<file path="config.mk">
export PLATFORM = sky130hd
export DESIGN_NAME = bp_stream_pump_in
export DESIGN_NICKNAME = d
export VERILOG_FILES = /design/src/rtl/bp_stream_pump_in_pkg.sv /design/src/rtl/bp_stream_pump_in.sv
export SDC_FILE = /design/constraint.sdc
export NUM_CORES = 1
export LEC_CHECK = 0
export CORE_AREA = 2 2 112 114
export CTS_CLUSTER_DIAMETER = 200
export DETAILED_ROUTE_END_ITERATION = 7
export DIE_AREA = 0 0 114 116
export HOLD_SLACK_MARGIN = 0.08
export PLACE_DENSITY = 0.8
export SKIP_LAST_GASP = 1
export SLEW_MARGIN = 25
export SYNTH_ARGS = -nofsm -noshare
export SYNTH_HDL_FRONTEND = slang
export SYNTH_SLANG_ARGS = --single-unit
</file>
<file path="constraint.sdc">
create_clock -name clk_i -period 7.8 [get_ports clk_i]
set_input_delay 1.56 -clock clk_i [delete_from_list [all_inputs] [get_ports clk_i]]
set_output_delay 1.56 -clock clk_i [all_outputs]
set_load 0.1 [all_outputs]
</file>
<file path="src/rtl/bp_stream_pump_in_pkg.sv">
// Shared types for the inbound stream pump: memory message header, message/size
// encodings, payload mask helpers and the stream FSM state.
package bp_stream_pump_in_pkg;

  localparam int paddr_width_gp     = 40;
  localparam int lce_id_width_gp    = 8;
  localparam int dword_width_gp     = 64;
  localparam int cce_block_width_gp = 512;
  localparam int msg_types_gp       = 16;

  typedef enum logic [3:0] {
    e_bedrock_mem_rd    = 4'd0,
    e_bedrock_mem_wr    = 4'd1,
    e_bedrock_mem_uc_rd = 4'd2,
    e_bedrock_mem_uc_wr = 4'd3,
    e_bedrock_mem_pre   = 4'd4,
    e_bedrock_mem_amo   = 4'd5
  } mem_msg_type_e;

  typedef enum logic [2:0] {
    e_bedrock_msg_size_1   = 3'd0,
    e_bedrock_msg_size_2   = 3'd1,
    e_bedrock_msg_size_4   = 3'd2,
    e_bedrock_msg_size_8   = 3'd3,
    e_bedrock_msg_size_16  = 3'd4,
    e_bedrock_msg_size_32  = 3'd5,
    e_bedrock_msg_size_64  = 3'd6,
    e_bedrock_msg_size_128 = 3'd7
  } msg_size_e;

  typedef struct packed {
    mem_msg_type_e               msg_type;
    logic [lce_id_width_gp-1:0]  lce_id;
    logic [paddr_width_gp-1:0]   addr;
    msg_size_e                   size;
  } mem_msg_header_s;

  // One bit per message type; set means that type carries a data payload.
  localparam logic [msg_types_gp-1:0] e_payload_mem_wr_mask    = msg_types_gp'(1) << e_bedrock_mem_wr;
  localparam logic [msg_types_gp-1:0] e_payload_mem_uc_wr_mask = msg_types_gp'(1) << e_bedrock_mem_uc_wr;
  localparam logic [msg_types_gp-1:0] e_payload_mem_amo_mask   = msg_types_gp'(1) << e_bedrock_mem_amo;

  function automatic logic has_payload(input logic [msg_types_gp-1:0] mask,
                                       input mem_msg_type_e msg_type);
    return mask[msg_type];
  endfunction

  typedef enum logic {
    e_ready  = 1'b0,
    e_stream = 1'b1
  } stream_state_e;

endpackage

</file>
<file path="src/rtl/bp_stream_pump_in.sv">
// Inbound stream pump: presents multi-beat bus messages to an FSM beat by beat with a
// stable base header, and expands data-less multi-beat commands into N FSM beats.
module bp_stream_pump_in
  import bp_stream_pump_in_pkg::*;
#(
  parameter int                       stream_data_width_p = dword_width_gp,
  parameter int                       block_width_p       = cce_block_width_gp,
  parameter logic [msg_types_gp-1:0]  payload_mask_p      = '0,
  localparam int stream_words_lp        = block_width_p / stream_data_width_p,
  localparam int data_len_width_lp      = (stream_words_lp > 1) ? $clog2(stream_words_lp) : 1,
  localparam int stream_offset_width_lp = ((stream_data_width_p / 8) > 1) ? $clog2(stream_data_width_p / 8) : 1
) (
  input  logic                           clk_i,
  input  logic                           reset_n_i,

  input  mem_msg_header_s                mem_header_i,
  input  logic [stream_data_width_p-1:0] mem_data_i,
  input  logic                           mem_v_i,
  output logic                           mem_yumi_o,

  output mem_msg_header_s                fsm_base_header_o,
  output logic [paddr_width_gp-1:0]      fsm_addr_o,
  output logic [stream_data_width_p-1:0] fsm_data_o,
  output logic                           fsm_v_o,
  input  logic                           fsm_yumi_i,
  output logic [data_len_width_lp-1:0]   cnt_o,
  output logic                           done_o
);

  stream_state_e                 r_state, w_state_n;
  mem_msg_header_s               r_header, w_base_header;
  logic [data_len_width_lp-1:0]  r_cnt, w_cnt, w_first_cnt, w_last_cnt;
  logic [7:0]                    w_size_bytes, w_num_stream;
  logic                          w_multi, w_has_data, w_last;
  logic                          w_cnt_set, w_cnt_inc, w_hdr_en;
  logic [paddr_width_gp-1:0]     w_exp_addr;

  // The first beat of a message is still on the bus in e_ready, so classify on it directly.
  assign w_base_header = (r_state == e_ready) ? mem_header_i : r_header;
  assign w_has_data    = has_payload(payload_mask_p, w_base_header.msg_type);

  assign w_size_bytes = 8'(1) << w_base_header.size;
  assign w_num_stream = w_size_bytes >> stream_offset_width_lp;
  assign w_multi      = (w_num_stream > 8'd1);

  assign w_first_cnt = w_base_header.addr[stream_offset_width_lp +: data_len_width_lp];
  // Truncation to the counter width gives critical-word-first wraparound inside the block.
  assign w_last_cnt  = w_first_cnt + w_num_stream[data_len_width_lp-1:0] - data_len_width_lp'(1);
  assign w_cnt       = (r_state == e_ready) ? w_first_cnt : r_cnt;
  assign w_last      = (w_cnt == w_last_cnt);

  always_comb begin
    w_exp_addr = w_base_header.addr;
    w_exp_addr[stream_offset_width_lp +: data_len_width_lp] = w_cnt;
  end

  // NOTE: every signal driven here gets a default first, so no path can infer a latch.
  always_comb begin
    w_state_n  = r_state;
    fsm_v_o    = 1'b0;
    mem_yumi_o = 1'b0;
    done_o     = 1'b0;
    cnt_o      = '0;
    w_cnt_set  = 1'b0;
    w_cnt_inc  = 1'b0;
    w_hdr_en   = 1'b0;
    if (reset_n_i) begin
      fsm_v_o = mem_v_i;
      cnt_o   = w_cnt;
      if (!w_multi) begin
        mem_yumi_o = fsm_yumi_i;
        done_o     = fsm_yumi_i;
      end else begin
        done_o     = fsm_yumi_i & w_last;
        // Data-less commands hold their single bus beat until the final expanded beat.
        mem_yumi_o = w_has_data ? fsm_yumi_i : done_o;
        if (r_state == e_ready) begin
          if (fsm_yumi_i) begin
            w_hdr_en  = 1'b1;
            w_cnt_set = 1'b1;
            if (!w_last) w_state_n = e_stream;
          end
        end else begin
          w_cnt_inc = fsm_yumi_i;
          if (done_o) w_state_n = e_ready;
        end
      end
    end
  end

  assign fsm_base_header_o = w_base_header;
  assign fsm_addr_o        = (w_multi && !w_has_data) ? w_exp_addr : mem_header_i.addr;
  assign fsm_data_o        = mem_data_i;

  // NOTE: state is updated with non-blocking assignments so every register samples pre-edge values.
  // NOTE: the header register is reset along with the control state so the base header is never X.
  always_ff @(posedge clk_i) begin
    if (!reset_n_i) begin
      r_state  <= e_ready;
      r_cnt    <= '0;
      r_header <= '0;
    end else begin
      r_state <= w_state_n;
      if (w_cnt_set)      r_cnt <= w_first_cnt + data_len_width_lp'(1);
      else if (w_cnt_inc) r_cnt <= r_cnt + data_len_width_lp'(1);
      if (w_hdr_en)       r_header <= mem_header_i;
    end
  end

  always_ff @(posedge clk_i) begin
    if (reset_n_i) begin
      assert (!(fsm_yumi_i && !fsm_v_o));
    end
  end

endmodule

</file>
# Word-level counts from Yosys, hierarchy flattened
# Memory sizes are Yosys's and may differ from the RTL's.
# Index checks and enable logic that the tools add are counted.
# W data, S select, Z words.
classes:
  eq_ne: 1
  reduce_logical: 3
  muxes: 24
  multipliers: 0
  n_shift: 1
  bitwise_logic: 1
  div: 0
  n_lt_le_gt_ge: 2
  n_addsub: 4
op_table:
  columns: ["operator", "n"]
  rows:
  - ["$mux W55", 1]
  - ["$mux W40", 1]
  - ["$mux W1", 18]
  - ["$mux W3", 4]
  - ["$shl A1 B3 Y8 const A", 1]
  - ["$add A3 B1 Y3 const B", 2]
  - ["$gt A5 B1 Y1 const B", 1]
  - ["$lt A4 B5 Y1 const B", 1]
  - ["$add A3 B3 Y3", 1]
  - ["$eq A3 B3 Y1", 1]
  - ["$sub A3 B1 Y3 const B", 1]
  - ["$reduce_bool A2 Y1", 1]
  - ["$and A1 B1 Y1", 1]
  - ["$logic_and A1 B1 Y1", 1]
  - ["$logic_not A1 Y1", 1]
totals:
  n_memories: 1
  out_inout_bits: 165
  ff_bits: 59
  ramBits: 0
  latch_bits: 0
  input_bits: 123
  romBits: 16
memory_table:
  columns: ["name", "depth", "word_bits", "rd", "rd_ports_with_merged_regs", "wr", "line", "source"]
  rows:
  - ["(name not given)", 16, 1, 1, 0, 0, "bp_stream_pump_in_pkg.sv:45", "return mask[msg_type];"]

# Logic depth before layout (Yosys ltp)
# Gate-level depths: netlist of the first run.
depth:
  depth_word: 9
  mapped_depth: 12

# Least setup slack after synthesis of the first run
# OpenSTA, ideal clock, no wires.
synth_timing:
  path_kind: "input-to-output"
  startpoint: "in mem_header_i[2] (netlist bit)"
  endpoint: "out mem_yumi_o"
  n_path_buf: 2
  path_stages: 11
  setup_slack_ns: 0.836
  arrival_time_ns: 5.404
  required_time_ns: 6.240
  path_cell_list: "mux2_4 buf_2 nor2_1 nand2_1 ha_1 inv_1 ha_1 xor2_1 xnor3_1 o22ai_1 buf_4"
synth_lines:
  columns: ["item", "line", "source"]
  rows:
  - ["start: declaration", "bp_stream_pump_in.sv:16", "input mem_msg_header_s mem_header_i,"]
  - ["end: declaration", "bp_stream_pump_in.sv:19", "output logic mem_yumi_o,"]

# Final worst setup path of the first run
layout_timing:
  startpoint: "in mem_header_i[2] (netlist bit)"
  endpoint: "out done_o"
layout_via:
  elab_chain_len: 8
  elab_cells_between_ends: 9
  cone_classes: "add/sub (2); order compare (1); eq/ne (1); shift (1); mux (3); bitwise (1)"
layout_lines:
  columns: ["item", "line", "source"]
  rows:
  - ["$mux W55 *", "bp_stream_pump_in.sv:39", "assign w_base_header = (r_state == e_ready) ? mem_header_i : r_header;"]
  - ["$shl A1 B3 Y8 *", "bp_stream_pump_in.sv:42", "assign w_size_bytes = 8'(1) << w_base_header.size;"]
  - ["$add A3 B3 Y3", "bp_stream_pump_in.sv:48", "assign w_last_cnt = w_first_cnt + w_num_stream[data_len_width_lp-1:0] - data_len_width_lp'(1);"]
  - ["$sub A3 B1 Y3", "bp_stream_pump_in.sv:48", null]
  - ["$eq A3 B3 Y1", "bp_stream_pump_in.sv:50", "assign w_last = (w_cnt == w_last_cnt);"]
  - ["$and A1 B1 Y1", "bp_stream_pump_in.sv:74", "done_o = fsm_yumi_i & w_last;"]
  - ["$mux W1 *", "bp_stream_pump_in.sv:70", "if (!w_multi) begin"]
  - ["$mux W1 *", "bp_stream_pump_in.sv:67", "if (reset_n_i) begin"]
  - ["end: declaration", "bp_stream_pump_in.sv:27", "output logic done_o"]
# Every way passes the cells marked *; elsewhere a longest branch is shown, timed or not.

==> run summary, run 1 <==
max_cap viols: 0
syn nets: 596
Worst Reg-to-Reg Cells: 9
Setup crit end kind: output port
DP Wirelength: 7.532 mm
Leak: 0.002294 uW
remaining antenna violation count: 0
# hold bufs at CTS: 0
slowest stage delay, CP: 0.61 ns
CTS tree: yes
ys async rst share: 0
RSZ-0062 raised after global routing: false
first-pass GRT wire length: 16.33 mm
most instantiated cells after synthesis: 113 x nand2_1, 87 x mux2_2, 66 x buf_4
CP Launch Point: mem_header_i[2]
ANT cells: 0
initial DRC count: 171
Buf+Inv Stages, Crit Path: 3
Via Count: 3467
initial antenna violation count: 0
initial core utilization: 0.3312
Clock Pin Slew Worst Setup and Hold Paths: 0.05 ns
post-synth top area cell: dfxtp_1
WL/cell: 15.26 um
Crit Path Class: in -> out
Sinks on Clock Net: 59
H-tree depth: 3
most frequent cell after synthesis: nand2_1
vias in the first global route: 3345
crit path to: done_o
maximum vdd drop: 0.1344 mV
placed inst area: 0.005110 sq mm
Slew Viols, Final: 0
sequential element share of the synthesized area: 0.2994
Inserted Clock Buffers: 9
fin nets: 674
status: finished clean
grt ovf: 0
Root Driver: clkbuf_16
CP arrival: 4.45 ns
largest net degree at the start of global routing: 55
CTS Buffer Depth: 2
WP data required: 6.24 ns
syn_area_per_cell: 8.412 sq um
prevailing post-synth register cell: dfxtp_1
Residual DRC: 0
most frequent CP cell: ha_1
Post-CTS Setup Repair Bufs: 0
drt first pass iters: 4
fraction of layout cells with a size suffix above 1: 0.2065
row cnt: 40
Slew Limit Headroom: 0.3214
Die ar.: 0.01322 sq mm
final WL: 10.67 mm
Final setup viols: 0
Core ar.: 0.01191 sq mm
skew final: 0.003078 ns
worst-skew pair later-pin latency: 0.32 ns
final hold vios: 0
Yosys top cell area share: 0.2994
FF+latch count, synth: 59
Area growth, synth to finish: 37.08%
routability cong.: 0.7754
Slew @ Worst Pin: 1.015 ns
min cycle time layout: 6.012 ns
Max Fclk: 166.3 MHz
Syn. warnings: 0
Final Cell Area: 0.005408 sq mm
io pins: 288
# fillers: 1138
Critical Path Stages: 11
crit share post-route: 0.7708
CP Max Fanout: 44
Post-synth EDFFs: 0
CP startpoint kind: primary input
Synth Instances: 469
vias per cell: 4.960
Final TNS setup: 0 ns
# resized after CTS: 0
PortBufs: 159
Total Routing Usage GR: 0.1563
HP Class: reg -> reg
Die Y: 116 um
Synth Cell Area: 0.003945 sq mm
Power per Cell Area: 287.3 mW/mm^2
Crit-path slowest cell: mux2_4
top post-synthesis cells by area: dfxtp_1 30%, mux2_2 25%, buf_4 13%
Netlist cell types: 37
CP cell instances: clkdlybuf4s50_1, mux2_4, nor2_1, nand2_1, ha_1, inv_1, ha_1, xor2_1, xnor3_1, o22ai_1, buf_4
cell family with most CP delay: buffers and inverters
setup slack, reg-to-reg: 4.41 ns
width of the chip: 114 um
kinds of logic after synthesis:
family,count (synthesis),share of synthesized area
xor+xnor,5,0.01459
fa+ha+maj,4,0.01269
buf+inv,103,0.1671
simple gates,183,0.1989
mux,98,0.2785
flops,59,0.2994
compound gates,17,0.02886
layout by cell type (no fill, tap or decap), types with 2 or more instances in the layout:
cell type	count
a31o_2	2
nand2_1	113
mux2i_1	7
ha_1	4
mux2_1	3
xor2_1	3
nor2_1	8
clkdlybuf4s50_1	156
a21oi_1	6
inv_1	7
mux2_2	87
nand3_1	53
clkbuf_16	9
clkinv_2	3
buf_4	6
a21o_1	2
dfxtp_1	58
worst min-delay path by stage:
| stage | start | endpoint | slack [ns] | cells past startpoint |
|---|---|---|---|---|
| 2_1_floorplan | r_header[10] | r_header[10] | 0.43 | 2 |
| 4_1_cts | r_header[16] | r_header[16] | 0.45 | 2 |
| 3_3_place_gp | r_header[35] | r_header[35] | 0.44 | 2 |
| 5_1_grt | r_header[52] | r_header[52] | 0.47 | 2 |
| 6_report | r_header[36] | r_header[36] | 0.45 | 2 |
| 3_5_place_dp | r_header[47] | r_header[47] | 0.44 | 2 |
area by class of cell:
| class | instances | area, sq um | area share |
|---|---|---|---|
| multi-input cells | 307 | 2108 | 0.3899 |
| repair buffers | 163 | 1612 | 0.2980 |
| flip-flops and latches | 59 | 1182 | 0.2186 |
| clock buffers | 11 | 242.7 | 0.04489 |
| well taps | 147 | 183.9 | 0.03401 |
| clock inverters | 5 | 52.55 | 0.009718 |
| inverters | 7 | 26.28 | 0.004859 |
power by group:
part	internal [uW]	switching, uW	total [uW]	leakage (uW)
clock network	254	136	390	0.000145
registers	321	17.7	339	0.000483
logic	219	606	824	0.00167
registers in the layout, summed over array words and instances, names as in the netlist, named ones only:
name and count:
r_cnt 3, r_header 55
worst reg2reg max path: cells and delay by family, from the launching register on:
family	cells	cell delay, ns
AO/OA/AOI/OAI	1	0.31
XOR/XNOR	2	0.57
adder cells (fa/ha/maj)	2	0.47
buffers and inverters	2	0.59
flip-flops	1	0.81
multiplexers	1	0.42
AND/OR/NAND/NOR	1	0.10
through the flow:
step	setup slack (ns)	hold slack [ns]	utilization	cells	total power (uW)
floorplan	0.8358	0.4306	-	469	1143
global placement	1.982	0.4378	0.4290	683	1161
detailed placement	1.815	0.4436	0.4290	683	1171
CTS	1.795	0.4537	0.4538	699	1571
global route	1.627	0.4698	0.4540	699	1611
finish	1.788	0.4509	0.4540	699	1554
routing by layer:
layer / track usage / share of wire
met1: 0.1669 / 0.39
met2: 0.2750 / 0.49
met3: 0.04655 / 0.085
met4: 0.09106 / 0.035
met5: 0 / 0
Power figures use the tool's default switching activity.
==> inputs of run 2 (changes only) <==
Settings changed: CORE_AREA 2 2 112 114 to 2 2 113 115, DIE_AREA 0 0 114 116 to 0 0 115 117, PLACE_DENSITY 0.8 to 0.78.
Clock period 7.8 ns to 6.1 ns, I/O delays scaled along.
==> run 2 against run 1 <==
Routed wire length is 2.2% lower. Power is 26% higher. Largest cell class unchanged. Critical path type unchanged. Hold slack hardly changed. Global-route usage is 0.49 points lower. Core utilization is 2.2 points lower. Largest power group unchanged. Clock power is 23% higher. Worst setup slack worse by 0.92 ns.
==> run summary, run 2 (synthesis gave the netlist of run 1 again) <==
status: finished clean
slowest stage delay, CP: 0.60 ns (about the same)
vias in the first global route: 3291 (-1.6%)
initial DRC count: 162 (-5.3%)
Crit Path Class: in -> out
initial antenna violation count: 0 (unchanged)
RSZ-0062 raised after global routing: false
non-filler cells, final: 700 (+0.14%)
CTS tree: yes
fin nets: 674 (unchanged)
vias per cell: 4.894 (-1.3%)
io pins: 288 (unchanged)
Root Driver: clkbuf_16
max FFs per register: 55 (unchanged)
CP Max Fanout: 44 (unchanged)
CP startpoint kind: primary input
Inserted Clock Buffers: 9 (unchanged)
Slew @ Worst Pin: 1.000 ns (-0.01433 ns)
WL/cell: 14.90 um (-2.4%)
CTS Buffer Depth: 2 (unchanged)
largest registers: r_header: 55 flops, r_cnt: 3 flops
Final Cell Area: 0.005313 sq mm (-1.8%)
Total Routing Usage GR: 0.1514 (-0.004925)
min cycle time layout: 5.233 ns
H-tree depth: 3 (unchanged)
Final TNS setup: 0 ns (unchanged)
Clock Pin Slew Worst Setup and Hold Paths: 0.05 ns (about the same)
most common cell after layout, fill and taps aside: clkdlybuf4s50_1
final hold vios: 0 (unchanged)
Leak: 0.002328 uW (+1.5%)
# resized after CTS: 0 (unchanged)
Slew Viols, Final: 0 (unchanged)
pre-CTS WS: 0.8657 ns (-0.9497 ns)
# fillers: 1211 (+6.4%)
CP cell instances: clkdlybuf4s50_1, mux2_4, nor2_1, nand2_1, ha_1, inv_1, ha_1, xor2_1, xnor3_1, o22ai_2, buf_4
Post-CTS Setup Repair Bufs: 0 (unchanged)
Core ar.: 0.01231 sq mm (+3.4%)
grt ovf: 0 (unchanged)
Max Fclk: 191.1 MHz
Sinks on Clock Net: 59 (unchanged)
crit share post-route: 0.8578
# hold bufs at CTS: 0 (unchanged)
Via Count: 3426 (-1.2%)
Crit-path slowest cell: mux2_4
most frequent cells in the layout: 119 x clkdlybuf4s50_1, 113 x nand2_1, 87 x mux2_2
skew final: 0.005978 ns (+0.002900 ns)
Residual DRC: 0 (unchanged)
hold_sp: r_header[11]
final setup margin: 0.8673 ns (-0.9203 ns)
DP Wirelength: 7.462 mm (-0.93%)
remaining antenna violation count: 0 (unchanged)
drt first pass iters: 4 (unchanged)
most frequent CP cell: ha_1
first-pass GRT wire length: 16.09 mm (-1.4%)
max_cap viols: 0 (unchanged)
row cnt: 41 (+2.5%)
Die ar.: 0.01346 sq mm (+1.7%)
routability cong.: 0.8135 (+4.9%)
Hold Path Sink: r_header[11]
CP arrival: 4.01 ns (-0.44 ns)
ANT cells: 0 (unchanged)
Worst Reg-to-Reg Cells: 8 (-1)
Slew Limit Headroom: 0.3310 (+0.009584)
Hold Path Stages: 2 (unchanged)
width of the chip: 115 um (+0.88%)
initial core utilization: 0.3204 (-0.01077)
worst-skew pair later-pin latency: 0.31 ns (about the same)
final WL: 10.43 mm (-2.2%)
WP data required: 4.88 ns (-1.36 ns)
placed inst area: 0.005027 sq mm (-1.6%)
setup slack, reg-to-reg: 2.76 ns (-1.65 ns)
Reg with most FFs: r_header
HP Class: reg -> reg
Area growth, synth to finish: 34.67%
Setup crit end kind: output port
PortBufs: 159 (unchanged)
Power per Cell Area: 367.6 mW/mm^2 (+28%)
Final setup viols: 0 (unchanged)
fraction of layout cells with a size suffix above 1: 0.2727 (+0.06621)
maximum vdd drop: 0.1408 mV (+4.8%)
Die Y: 117 um (+0.86%)
largest net degree at the start of global routing: 62 (+13%)
Cells after DPL: 686 (+0.44%)
run 2: cell count changes in the layout (fill, tap and decap cells not counted), sizes merged:
| cell | change |
|---|---|
| clkinv | -1 |
| clkinvlp | -1 |
| clkdlybuf4s50 | -37 |
| buf | +37 |
run 2: critical path: cells and delay by family:
kind / cells / cell delay (ns)
adders and majority gates: 2 / 0.33
muxes: 1 / 0.60
and+or+nand+nor: 2 / 0.21
buffers and inverters: 3 / 0.93
AOI/OAI and AO/OA: 1 / 0.15
xor gates and xnor gates: 2 / 0.57
run 2: power by group:
part	switching, uW	total, uW	internal (uW)	leakage [uW]
registers	23.9	435	411	0.000483
logic	771	1040	268	0.00170
clock network	159	479	320	0.000141
run 2: how the worst max path moves through the flow:
stage                          startpoint         end  slack, ns  cells past startpoint
final                     mem_header_i[2]      done_o       0.87                     11
after global routing      mem_header_i[2]  mem_yumi_o       0.66                     11
after CTS                 mem_header_i[2]      done_o       0.85                     11
after detailed placement  mem_header_i[2]      done_o       0.87                     11
after global placement    mem_header_i[2]  mem_yumi_o        1.0                     11
after floorplan           mem_header_i[2]  mem_yumi_o       0.56                     11
run 2: metrics by stage:
stage	hold slack, ns	power, uW	utilization
after global routing	0.4641	2028	0.4315
after global placement	0.4377	1475	0.4083
after floorplan	0.4306	1463	-
final	0.4508	1953	0.4315
after CTS	0.4525	1978	0.4313
after detailed placement	0.4444	1483	0.4083
run 2: layout make-up:
type                    instances  area (sq um)  share of cell area
inverters                       7         26.28            0.004946
clock inverters                 3         40.04            0.007536
multi-input cells             307          2115              0.3980
flip-flops and latches         59          1182              0.2226
well taps                     150         187.7             0.03533
clock buffers                  11         242.7             0.04569
repair buffers                163          1519              0.2859
run 2: layer usage:
| layer | wire, um | GRT usage |
|---|---|---|
| met1 | 4046 | 0.1622 |
| met2 | 5057 | 0.2553 |
| met3 | 697 | 0.04068 |
| met4 | 627 | 0.1165 |
| met5 | 0 | 0 |
